[config.mk]
export PLATFORM = sky130hd
export DESIGN_NAME = pipe_issue_ctrl
export DESIGN_NICKNAME = d
export VERILOG_FILES = /design/src/rtl/pipe_issue_ctrl.sv
export SDC_FILE = /design/constraint.sdc
export NUM_CORES = 1
export LEC_CHECK = 0
export ABC_CLOCK_PERIOD_IN_PS = 4100
export CORE_UTILIZATION = 40
export DETAILED_ROUTE_END_ITERATION = 7
export PLACE_DENSITY_LB_ADDON = 0.08
export SLEW_MARGIN = 0
export SYNTH_ARGS = -nofsm -noshare
export SYNTH_HDL_FRONTEND = slang
export SYNTH_SLANG_ARGS = --single-unit
[constraint.sdc]
create_clock -name clk -period 4.1 [get_ports clk]
set_clock_uncertainty 0.2 [all_clocks]
set_input_delay 0.615 -clock clk [delete_from_list [all_inputs] [get_ports clk]]
set_output_delay 0.615 -clock clk [all_outputs]
set_load 0.01 [all_outputs]
[src/rtl/pipe_issue_ctrl.sv]
// pipe_issue_ctrl: in-order issue controller for a single-issue execution pipeline.
//
// A DEPTH-entry instruction FIFO feeds the pipeline one instruction per cycle.
// A WB_LAT-deep scoreboard of in-flight destination registers stalls the queue
// head while any source register it reads has a write still in flight.
// Heads with an undefined func (> 4'b1011) are discarded in one cycle, and a
// one-cycle illegal pulse follows.
//
// Ports:
//   clk, rst_n            clock, asynchronous active-low reset
//   in_valid, in_instr    host push: {func[23:20], rs1, rs2, rd, addr[7:0]}
//   in_ready              queue not full
//   issue_valid           registered issue strobe
//   rs1, rs2, rd, func    registered instruction fields; hold their last issued values
//   addr                  registered data-memory address
//   illegal               one-cycle pulse after an undefined instruction is discarded
//   busy                  queue non-empty or any scoreboard entry valid
//   issue_cnt, stall_cnt  (ISSUE_STATS_EN only) issue and hazard-stall counters, wrapping
//
// Optional feature: define ISSUE_STATS_EN to add the statistics counters.

module pipe_issue_ctrl #(
    parameter int unsigned DEPTH  = 4,
    parameter int unsigned WB_LAT = 3
) (
    input  logic        clk,
    input  logic        rst_n,
    input  logic        in_valid,
    input  logic [23:0] in_instr,
    output logic        in_ready,
    output logic        issue_valid,
    output logic [3:0]  rs1,
    output logic [3:0]  rs2,
    output logic [3:0]  rd,
    output logic [3:0]  func,
    output logic [7:0]  addr,
    output logic        illegal,
    output logic        busy
`ifdef ISSUE_STATS_EN
    ,
    output logic [15:0] issue_cnt,
    output logic [15:0] stall_cnt
`endif
);

    localparam int unsigned PTR_W = (DEPTH > 1) ? $clog2(DEPTH) : 1;
    localparam int unsigned CNT_W = PTR_W + 1;
    localparam logic [3:0]  FUNC_MAX = 4'b1011;

    typedef struct packed {
        logic [3:0] func;
        logic [3:0] rs1;
        logic [3:0] rs2;
        logic [3:0] rd;
        logic [7:0] addr;
    } instr_t;

    // Instruction queue storage and pointers
    instr_t             q_mem [DEPTH];
    logic [PTR_W-1:0]   wr_ptr;
    logic [PTR_W-1:0]   rd_ptr;
    logic [CNT_W-1:0]   count;

    // Scoreboard of in-flight destination registers; index 0 is the newest
    logic [WB_LAT-1:0]  sb_valid;
    logic [3:0]         sb_rd [WB_LAT];

    instr_t             head;
    logic               q_empty;
    logic               q_full;
    logic               push_c;
    logic               pop_c;
    logic               use_rs1_c;
    logic               use_rs2_c;
    logic               hazard_c;
    logic               head_illegal_c;
    logic               issue_c;
    logic               discard_c;
    logic               stall_c;

    assign q_empty  = (count == '0);
    assign q_full   = (count == CNT_W'(DEPTH));
    assign in_ready = ~q_full;
    assign busy     = ~q_empty | (|sb_valid);
    assign head     = q_mem[rd_ptr];

    assign push_c   = in_valid & ~q_full;

    // Source operand usage by func class
    always_comb begin
        use_rs1_c = 1'b0;
        use_rs2_c = 1'b0;
        case (head.func)
            4'b0000, 4'b0001, 4'b0010,
            4'b0011, 4'b0100, 4'b0101: begin
                use_rs1_c = 1'b1;
                use_rs2_c = 1'b1;
            end
            4'b0110, 4'b1000, 4'b1010: use_rs1_c = 1'b1;
            4'b0111, 4'b1001, 4'b1011: use_rs2_c = 1'b1;
            default: begin
                use_rs1_c = 1'b0;
                use_rs2_c = 1'b0;
            end
        endcase
    end

    // RAW hazard against any valid in-flight destination; WAW is ignored
    always_comb begin
        hazard_c = 1'b0;
        for (int unsigned i = 0; i < WB_LAT; i++) begin
            if (sb_valid[i] &&
                ((use_rs1_c && (sb_rd[i] == head.rs1)) ||
                 (use_rs2_c && (sb_rd[i] == head.rs2)))) begin
                hazard_c = 1'b1;
            end
        end
    end

    // Head disposition: discard undefined, issue if clear, otherwise stall
    assign head_illegal_c = (head.func > FUNC_MAX);
    assign discard_c      = ~q_empty & head_illegal_c;
    assign issue_c        = ~q_empty & ~head_illegal_c & ~hazard_c;
    assign stall_c        = ~q_empty & ~head_illegal_c &  hazard_c;
    assign pop_c          = discard_c | issue_c;

    // Queue storage needs no reset; validity is tracked by count
    always_ff @(posedge clk) begin
        if (push_c) begin
            q_mem[wr_ptr] <= instr_t'(in_instr);
        end
    end

    // Queue pointers and occupancy
    always_ff @(posedge clk or negedge rst_n) begin
        if (!rst_n) begin
            wr_ptr <= '0;
            rd_ptr <= '0;
            count  <= '0;
        end else begin
            if (push_c) begin
                wr_ptr <= wr_ptr + PTR_W'(1);
            end
            if (pop_c) begin
                rd_ptr <= rd_ptr + PTR_W'(1);
            end
            case ({push_c, pop_c})
                2'b10:   count <= count + CNT_W'(1);
                2'b01:   count <= count - CNT_W'(1);
                default: count <= count;
            endcase
        end
    end

    // Scoreboard shifts every cycle; only real issues enter as valid
    always_ff @(posedge clk or negedge rst_n) begin
        if (!rst_n) begin
            sb_valid <= '0;
            for (int unsigned i = 0; i < WB_LAT; i++) begin
                sb_rd[i] <= 4'h0;
            end
        end else begin
            sb_valid[0] <= issue_c;
            sb_rd[0]    <= head.rd;
            for (int unsigned i = 1; i < WB_LAT; i++) begin
                sb_valid[i] <= sb_valid[i-1];
                sb_rd[i]    <= sb_rd[i-1];
            end
        end
    end

    // Registered issue outputs; fields hold when nothing issues
    always_ff @(posedge clk or negedge rst_n) begin
        if (!rst_n) begin
            issue_valid <= 1'b0;
            illegal     <= 1'b0;
            func        <= 4'h0;
            rs1         <= 4'h0;
            rs2         <= 4'h0;
            rd          <= 4'h0;
            addr        <= 8'h00;
        end else begin
            issue_valid <= issue_c;
            illegal     <= discard_c;
            if (issue_c) begin
                func <= head.func;
                rs1  <= head.rs1;
                rs2  <= head.rs2;
                rd   <= head.rd;
                addr <= head.addr;
            end
        end
    end

`ifdef ISSUE_STATS_EN
    // Issue and hazard-stall counters; empty cycles are not stalls
    always_ff @(posedge clk or negedge rst_n) begin
        if (!rst_n) begin
            issue_cnt <= 16'h0000;
            stall_cnt <= 16'h0000;
        end else begin
            if (issue_c) begin
                issue_cnt <= issue_cnt + 16'h0001;
            end
            if (stall_c) begin
                stall_cnt <= stall_cnt + 16'h0001;
            end
        end
    end
`else
    // stall_c only feeds the statistics counters
    logic unused_stall;
    assign unused_stall = stall_c;
`endif

endmodule

# == Word level (Yosys, flattened, before mapping) ==
# Memory sizes are Yosys's and may differ from the RTL's.
# Cells that the tools add are included.
# Widths: inputs -> output; s select.
# classes
eq_ne,20
order_cmp,1
muxes,8
bitwise_logic,10
n_addsub,4
reduce_logical,18
# ops
operator,n
$eq 4x4->1,6
$reduce_or 9->1,2
$eq 4x3->1 const B,4
$eq 4x4->1 const B,4
$logic_and 1x1->1,9
$eq 4x2->1 const B,2
$mux 1,7
$pmux 3 s2,1
$add 2x1->2 const B,2
$and 1x1->1,4
$eq 4x1->1 const B,1
$gt 4x4->1 const B,1
$logic_not 4->1,1
$not 1->1,4
$add 3x1->3 const B,1
$eq 3x3->1 const B,1
$logic_not 3->1,1
$logic_or 1x1->1,3
$reduce_or 3->1,1
$sub 3x1->3 const B,1
$eq 2x1->1 const B,1
$eq 2x2->1 const B,1
$or 1x1->1,2
$reduce_bool 2->1,1
# word_totals
output_inout_bits,28
mem_count,1
inputBits,27
ramBits,96
word_cells,76
regBits,48
# mem_list
name,depth,width,rd,rd_clocked_by_memory_dff,wr,line,text
q_mem,4,24,1,0,1,59,instr_t q_mem [DEPTH];

# == Depth between registers and ports, before layout ==
# Gate-level depths: netlist of the first run.
# An unclocked memory read counts as a cell.
# depth
word_depth,15
depth_mapped,15
ltp_nobuf,13

# == Worst setup path before layout of the first run ==
# Ideal clock, no wire load.
# synth_timing
kind,reg-to-reg
start,reg rd_ptr[0]
end,reg count[2]
synth_period_minus_slack_ns,3.239
slack_ns,0.861
path_stages_with_launch,16
arrival_time_ns,2.960
t_required_ns,3.821
cell_sequence,dfrtp_1 buf_6 buf_12 mux4_1 xnor2_1 nand4_1 o22ai_1 a22oi_2 nand3_1 inv_1 ha_1 inv_1 fa_1 xor2_1 nor2_1 xor2_1
# synth_between
elab_chain_cells,15
word_cells_on_any_way,49
# synth_lines
element,line,text
start: declaration,61,logic [PTR_W-1:0] rd_ptr;
start signal: assignment,145,rd_ptr <= rd_ptr + PTR_W'(1);
$mem_v2 4x24 *,--,
"$eq 4x1->1, or another cell as far along",93,case (head.func)
$reduce_or 9->1 (no line),--,
$mux 1,93,
"$logic_and 1x1->1, on equally long branches","113, 114",
$logic_or 1x1->1,113,((use_rs1_c && (sb_rd[i] == head.rs1)) ||
$logic_and 1x1->1,112,if (sb_valid[i] &&
$mux 1 (3 in a row),112,
$not 1->1,123,assign issue_c = ~q_empty & ~head_illegal_c & ~hazard_c;
$and 1x1->1,123,
$or 1x1->1 *,125,assign pop_c = discard_c | issue_c;
named net pop_c,72,logic pop_c;
$eq 2x1->1 or $eq 2x2->1 (tied branches),147,"case ({push_c, pop_c})"
$pmux 3 s2 or $reduce_bool 2->1 (tied branches),--,
end signal: assignment,148,2'b10: count <= count + CNT_W'(1);
end signal: assignment,149,2'b01: count <= count - CNT_W'(1);
end signal: assignment,150,default: count <= count;
end: declaration,62,logic [CNT_W-1:0] count;
# The timed path passes the listed nets; every way through them passes the cells marked *.
# A chain may end at the register's enable or synchronous reset.

# == Final worst setup path of the first run ==
# Same ends and word-level chain as after synthesis.

==> qor.yml, run 1 <==
outcome:
  status: "complete, no violations"
sta:
  fmax_mhz: 283.0
  setup_violations: 0
  fin_crit_sh_pct: 86.19
  setup_tns_ps: 0
  final_max_slew_viol_count: 0
  worst_pin_slew_ps: 823.1
  rsz0062_at_grt: "no"
  hold_violations: 0
  relSlewSlack_pct: 45.13
  period_needed_ps: 3534
global_routing:
  track_usage_pct: 15.92
  grt_max_degree: 35
  grt_pass1_wl_um: 16330
  antenna_found_initial: 0
  gr-total-overflow: 0
  first_global_vias: 2849
  grt_busiest_layer: "met2"
  grt_use_met1_pct: 20.86
  grtUsageMet3_pct: 5.357
  met2_usage_pct: 24.21
worst_setup_path:
  path_cells: "buf_4, mux4_1, xnor2_1, nand4_1, o22ai_1, a22oi_2, nand3_1, inv_1, ha_1, inv_1, fa_1, xor2_1, nor2_1, xor2_1"
  startpoint_type: "flop"
  reg2regPathDepth: 14
  critPathSlowestCell: "mux4_1"
  worstPathRequired_ps: 4240
  cp-end-kind: "flop"
  r2r-start: "rd_ptr[0]$_DFFE_PN0P_"
  cpPeakStageDelay_ps: 730
  r2r_end: "count[2]$_DFFE_PN0P_"
  critPathKind: "flop to flop"
  reg2reg_slack_ps: 570
  worstPathMaxFanout: 9
  arrival_ps: 3670
layout:
  regArea_um2: 4059
  final_common_cell: "edfxtp_1"
  fin_util_pct: 50.58
  antenna_cells: 0
  multi_input_area_um2: 1498
  fillers: 1120
  area_growth_pct: 23.40
  layout.nets: 385
  drive_above_1_share_pct: 21.10
  final_cell_mix: "edfxtp_1, clkdlybuf4s50_1, dfrtp_1, xnor2_1, mux2_4"
die:
  io_pins: 55
  fp.dieW_um: 121.0
  dieArea_um2: 14650
  start_util_pct: 40.99
  fp-row-count: 43
  core_um2: 13830
  fp.dieH_um: 121.0
routing:
  wl_per_cell_um: 18.80
  vias: 2696
  drtIter0Drc: 163
  firstDrtPassIters: 4
  ant_nets: 0
  wl_um: 10250
  drc: 0
  vias_per_cell: 4.947
clock_tree:
  path_clk_slew_ps: 60
  cts_max_level: 4
  cts-root-buf: "clkbuf_16"
  postCtsResizedCells: 0
  clk_latency_ps: 420
  cts.sinks: 143
  cts.path.max_buffers: 2
  cts_made_buffers: 17
  post-cts-setup-buffers: 0
  cts_hold_buf: 0
  cts_tree: "done"
flow_run:
  cap_violations: 0
synthesis:
  synth.avg_cell_area_um2: 20.39
  yosys_warnings: 0
  ys_seq_area_share_pct: 71.61
  synth_flop_cell: "edfxtp_1"
  synth_edf_count: 96
  syn_area_um2: 5668
  synth.distinct_cells: 32
  synthTopCellsByArea: "edfxtp_1, dfrtp_1, mux4_1"
  async_flop_share_pct: 32.87
  yosysTopAreaCellShare_pct: 50.86
  yosys_register_bits: 143
  yosysTopAreaCell: "edfxtp_1"
  syn_nets: 311
  syn_inst: 278
place:
  placement.io_buffers: 54
  detailed_place_hpwl_um: 6329
  routabilityCongestion: 0.7560
pwr:
  power_density_nw_per_um2: 900.6
  ir_worst_vdd_mv: 0.4638
  finalPower_mw: 6.299
  p_leak_nw: 2.573
hold_path:
  hold_class: "input port to async pin"
==> per-stage QoR <==
stage	cells	area (µm²)	hold slack [ps]	setup WS, ps
after floorplan	278	5668	119.4	860.6
after global placement	513	6415	218.9	616.0
after detailed placement	513	6415	224.3	567.9
after CTS	545	6994	110.7	547.6
after global routing	545	6994	152.2	362.0
final	545	6994	96.04	566.3
==> report_power, final <==
part | internal, mW | switching, mW | total, mW | leakage, nW
logic | 1.41 | 1.15 | 2.56 | 0.867
clock network | 0.911 | 0.589 | 1.50 | 0.278
registers | 2.02 | 0.211 | 2.24 | 1.43
==> state kept, by name (all words and copies together), names as in the netlist, 3 cells and up <==
name      flops
sb_valid      3
rs1           4
rd            4
count         3
rs2           4
addr          8
func          4
sb_rd        12
q_mem        96
==> logic make-up after synthesis <==
family                     count (synthesis)  share of synthesized area [%]
buffers and inverters                     16                          1.965
xor gates and xnor gates                  30                          4.636
adders and majority gates                  6                          1.457
DFF                                      143                          71.61
AOI/OAI and AO/OA                          7                         0.8167
muxes                                     48                          16.42
and+or+nand+nor                           28                          3.091
==> how the worst max path moves through the flow <==
stage               slack [ps]                    to                  start  cells after the start
finish                     570  count[2]$_DFFE_PN0P_  rd_ptr[0]$_DFFE_PN0P_                     14
global route               360  count[2]$_DFFE_PN0P_  rd_ptr[0]$_DFFE_PN0P_                     14
CTS                        550  count[2]$_DFFE_PN0P_  rd_ptr[0]$_DFFE_PN0P_                     14
detailed placement         570  count[2]$_DFFE_PN0P_  rd_ptr[0]$_DFFE_PN0P_                     14
global placement           620   func[1]$_DFFE_PN0P_  rd_ptr[0]$_DFFE_PN0P_                      8
floorplan                  860  count[2]$_DFFE_PN0P_  rd_ptr[0]$_DFFE_PN0P_                     15
==> worst max-delay path, delay by kind of cell (launching register included) <==
| kind | cells | cell delay, ps |
|---|---|---|
| flops | 1 | 350 |
| buf+inv | 3 | 370 |
| fa+ha+maj | 2 | 540 |
| mux | 1 | 730 |
| compound gates | 2 | 390 |
| simple gates | 3 | 400 |
| xor+xnor | 3 | 480 |
==> area by class of cell <==
| type | count | share of cell area, % |
|---|---|---|
| well taps | 180 | 3.220 |
| flip-flops and latches | 143 | 58.03 |
| clock buffers | 19 | 6.333 |
| multi-input cells | 119 | 21.41 |
| clock inverters | 13 | 1.950 |
| inverters | 8 | 0.4293 |
| repair buffers | 63 | 8.623 |
==> Yosys cell counts, types with 3 or more instances <==
library cell / n
mux2_4: 19
edfxtp_1: 96
ha_1: 5
xor2_1: 3
and3_1: 5
xnor2_1: 27
o21ai_0: 3
mux4_1: 13
dfrtp_1: 47
nand4_1: 6
inv_1: 8
nand2_1: 5
mux2_2: 5
mux4_2: 11
nand3_1: 4
o22ai_1: 3
==> routing by layer <==
metal,part of all wire (%),routed length [µm]
met4,1.5,157
met5,0,0
met1,46,4763
met3,4.8,490
met2,47,4838
Power figures use the tool's default switching activity.
==> run 2: changes to the inputs <==
--- a/config.mk
+++ b/config.mk
@@ -5,7 +5,8 @@
 export SDC_FILE = /design/constraint.sdc
 export NUM_CORES = 1
 export LEC_CHECK = 0
-export ABC_CLOCK_PERIOD_IN_PS = 4100
+export ABC_CLOCK_PERIOD_IN_PS = 3800
+export CORE_MARGIN = 5
 export CORE_UTILIZATION = 40
 export DETAILED_ROUTE_END_ITERATION = 7
 export PLACE_DENSITY_LB_ADDON = 0.08
==> constraint.sdc (replaced) <==
create_clock -name clk -period 3.8 [get_ports clk]
set_clock_uncertainty 0.2 [all_clocks]
set_input_delay 0.57 -clock clk [delete_from_list [all_inputs] [get_ports clk]]
set_output_delay 0.57 -clock clk [all_outputs]
set_load 0.01 [all_outputs]
==> run 2 against run 1 <==
Net effect: total power is 14% higher; worst hold slack worse by 12 ps; global-route usage is 1.9 points lower; critical path depth stayed put; sequential share of layout area is 1.2 points lower; first-iteration DRC count is 4.9% lower; fmax is 4.2% higher; die area is 14% higher; register-to-register slack worse by 160 ps; final cell count is 1.1% higher; flip-flop and latch count stayed put.
==> qor.yml, run 2 (synthesis gave the netlist of run 1 again) <==
outcome:
  status: "complete, no violations"
place:
  routabilityCongestion: 0.7557  # about the same
  detailed_place_hpwl_um: 6932  # +9.5%
  placement.io_buffers: 54  # unchanged
  pre_cts_ws_ps: 371.5  # -196.3 ps
routing:
  wl_um: 10560  # +3.0%
  wl_per_cell_um: 19.16  # +1.9%
  drtIter0Drc: 155  # -4.9%
  firstDrtPassIters: 4  # unchanged
  drc: 0  # unchanged
  ant_nets: 0  # unchanged
  vias: 2729  # +1.2%
  vias_per_cell: 4.953  # +0.12%
clock_tree:
  postCtsResizedCells: 0  # unchanged
  cts_made_buffers: 17  # unchanged
  cts_tree: "done"
  cts.sinks: 143  # unchanged
  cts.path.max_buffers: 2  # unchanged
  cts-root-buf: "clkbuf_16"
  post-cts-setup-buffers: 0  # unchanged
  cts_hold_buf: 0  # unchanged
  cts_max_level: 4  # unchanged
  clk_latency_ps: 410  # about the same
  path_clk_slew_ps: 60  # about the same
sta:
  rsz0062_at_grt: "no"
  worst_hold_slack_ps: 84.24  # -11.80 ps
  relSlewSlack_pct: 41.38  # -3.8 points
  worst_pin_slew_ps: 879.3  # +56.27 ps
  setup_ws_ps: 410.3  # -156.0 ps
  fmax_mhz: 295.0  # +4.2%
  period_needed_ps: 3390  # -144.0 ps
  final_max_slew_viol_count: 0  # unchanged
  setup_tns_ps: 0  # unchanged
  fin_crit_sh_pct: 89.20  # +3.0 points
  setup_violations: 0  # unchanged
  hold_violations: 0  # unchanged
layout:
  top_regs: "q_mem (96), sb_rd (12), addr (8)"
  final_cell_mix: "edfxtp_1, clkdlybuf4s50_1, dfrtp_1, xnor2_1, mux2_4"
  drive_above_1_share_pct: 22.10  # +1.0 points
  max_flop_register: "q_mem"
  area_growth_pct: 26.07
  layout.nets: 391  # +1.6%
  final_common_cell: "edfxtp_1"
  antenna_cells: 0  # unchanged
  largest_reg_flops: 96  # unchanged
global_routing:
  grt_pass1_wl_um: 17200  # +5.3%
  track_usage_pct: 14.06  # -1.9 points
  gr-total-overflow: 0  # unchanged
  grt_max_degree: 36  # +2.9%
  first_global_vias: 3000  # +5.3%
  antenna_found_initial: 0  # unchanged
worst_setup_path:
  reg2regPathDepth: 14  # unchanged
  startpoint_type: "flop"
  cp-end-kind: "flop"
  arrival_ps: 3520  # -150 ps
  worstPathMaxFanout: 12  # +3
  worstPathRequired_ps: 3930  # -310 ps
  reg2reg_slack_ps: 410  # -160 ps
  critPathKind: "flop to flop"
die:
  dieArea_um2: 16650  # +14%
  start_util_pct: 40.83  # -0.16 points
  fp-row-count: 43  # unchanged
  core_um2: 13880  # +0.39%
  fp.dieH_um: 129.0  # +6.6%
  io_pins: 55  # unchanged
  fp.dieW_um: 129.0  # +6.6%
hold_path:
  hold_class: "input port to async pin"
pwr:
  p_leak_nw: 2.648  # +2.9%
  ir_worst_vdd_mv: 0.3946  # -15%
  power_density_nw_per_um2: 1006  # +12%
flow_run:
  cap_violations: 0  # unchanged
[run 2: final timing paths]
kind	start	to
setup / recovery	rd_ptr[1]$_DFFE_PN0P_	count[2]$_DFFE_PN0P_
hold / removal	rst_n	rs2[1]$_DFFE_PN0P_
setup reg to reg	rd_ptr[1]$_DFFE_PN0P_	count[2]$_DFFE_PN0P_
hold reg to reg	sb_valid[1]$_DFF_PN0_	sb_valid[2]$_DFF_PN0_
max in group asynchronous	rst_n	addr[6]$_DFFE_PN0P_
min in group clk	sb_valid[1]$_DFF_PN0_	sb_valid[2]$_DFF_PN0_
[run 2: worst max-delay path, stage by stage, from the launching register on]
cell,delay (ps)
dfrtp_1,710
buf_4,260
mux4_1,270
nand2_1,140
nand3_1,160
o22ai_1,130
a22oi_2,230
nand3_1,140
inv_1,80
ha_1,170
inv_1,60
fa_1,370
xor2_1,150
nor2_1,100
xor2_1,150
[run 2: area by class of cell]
cell class	count	area, µm²
Clock buffer	22	464.2
Clock inverter	10	183.9
Fill cell	1131	6735
Inverter	8	30.03
Multi-Input combinational cell	119	1498
Sequential cell	143	4059
Tap cell	180	225.2
Timing Repair Buffer	69	685.7
[run 2: per-layer routing]
metal	vias up	wire length (µm)	part of all wire, %	global-route usage (%)
li1	1249	-	-	-
met1	1404	4974	47	20.23
met2	61	4980	47	20.37
met3	15	427	4.0	3.710
met4	0	176	1.7	5.930
met5	-	0	0	0
[run 2: through the flow]
step | utilization [%] | instance area, µm² | total power [mW] | std cells
final | 51.48 | 7146 | 7.185 | 551
after global routing | 51.48 | 7146 | 7.616 | 551
after CTS | 51.48 | 7146 | 7.318 | 551
after detailed placement | 46.81 | 6497 | 5.481 | 519
after global placement | 46.81 | 6497 | 5.471 | 519
after floorplan | - | 5668 | 4.506 | 278
[run 2: power breakdown]
part | internal, mW | switching, mW | leakage, nW
sequential | 2.18 | 0.261 | 1.43
combinational | 1.66 | 1.28 | 0.909
clock | 1.20 | 0.599 | 0.311
total | 5.05 | 2.14 | 2.65
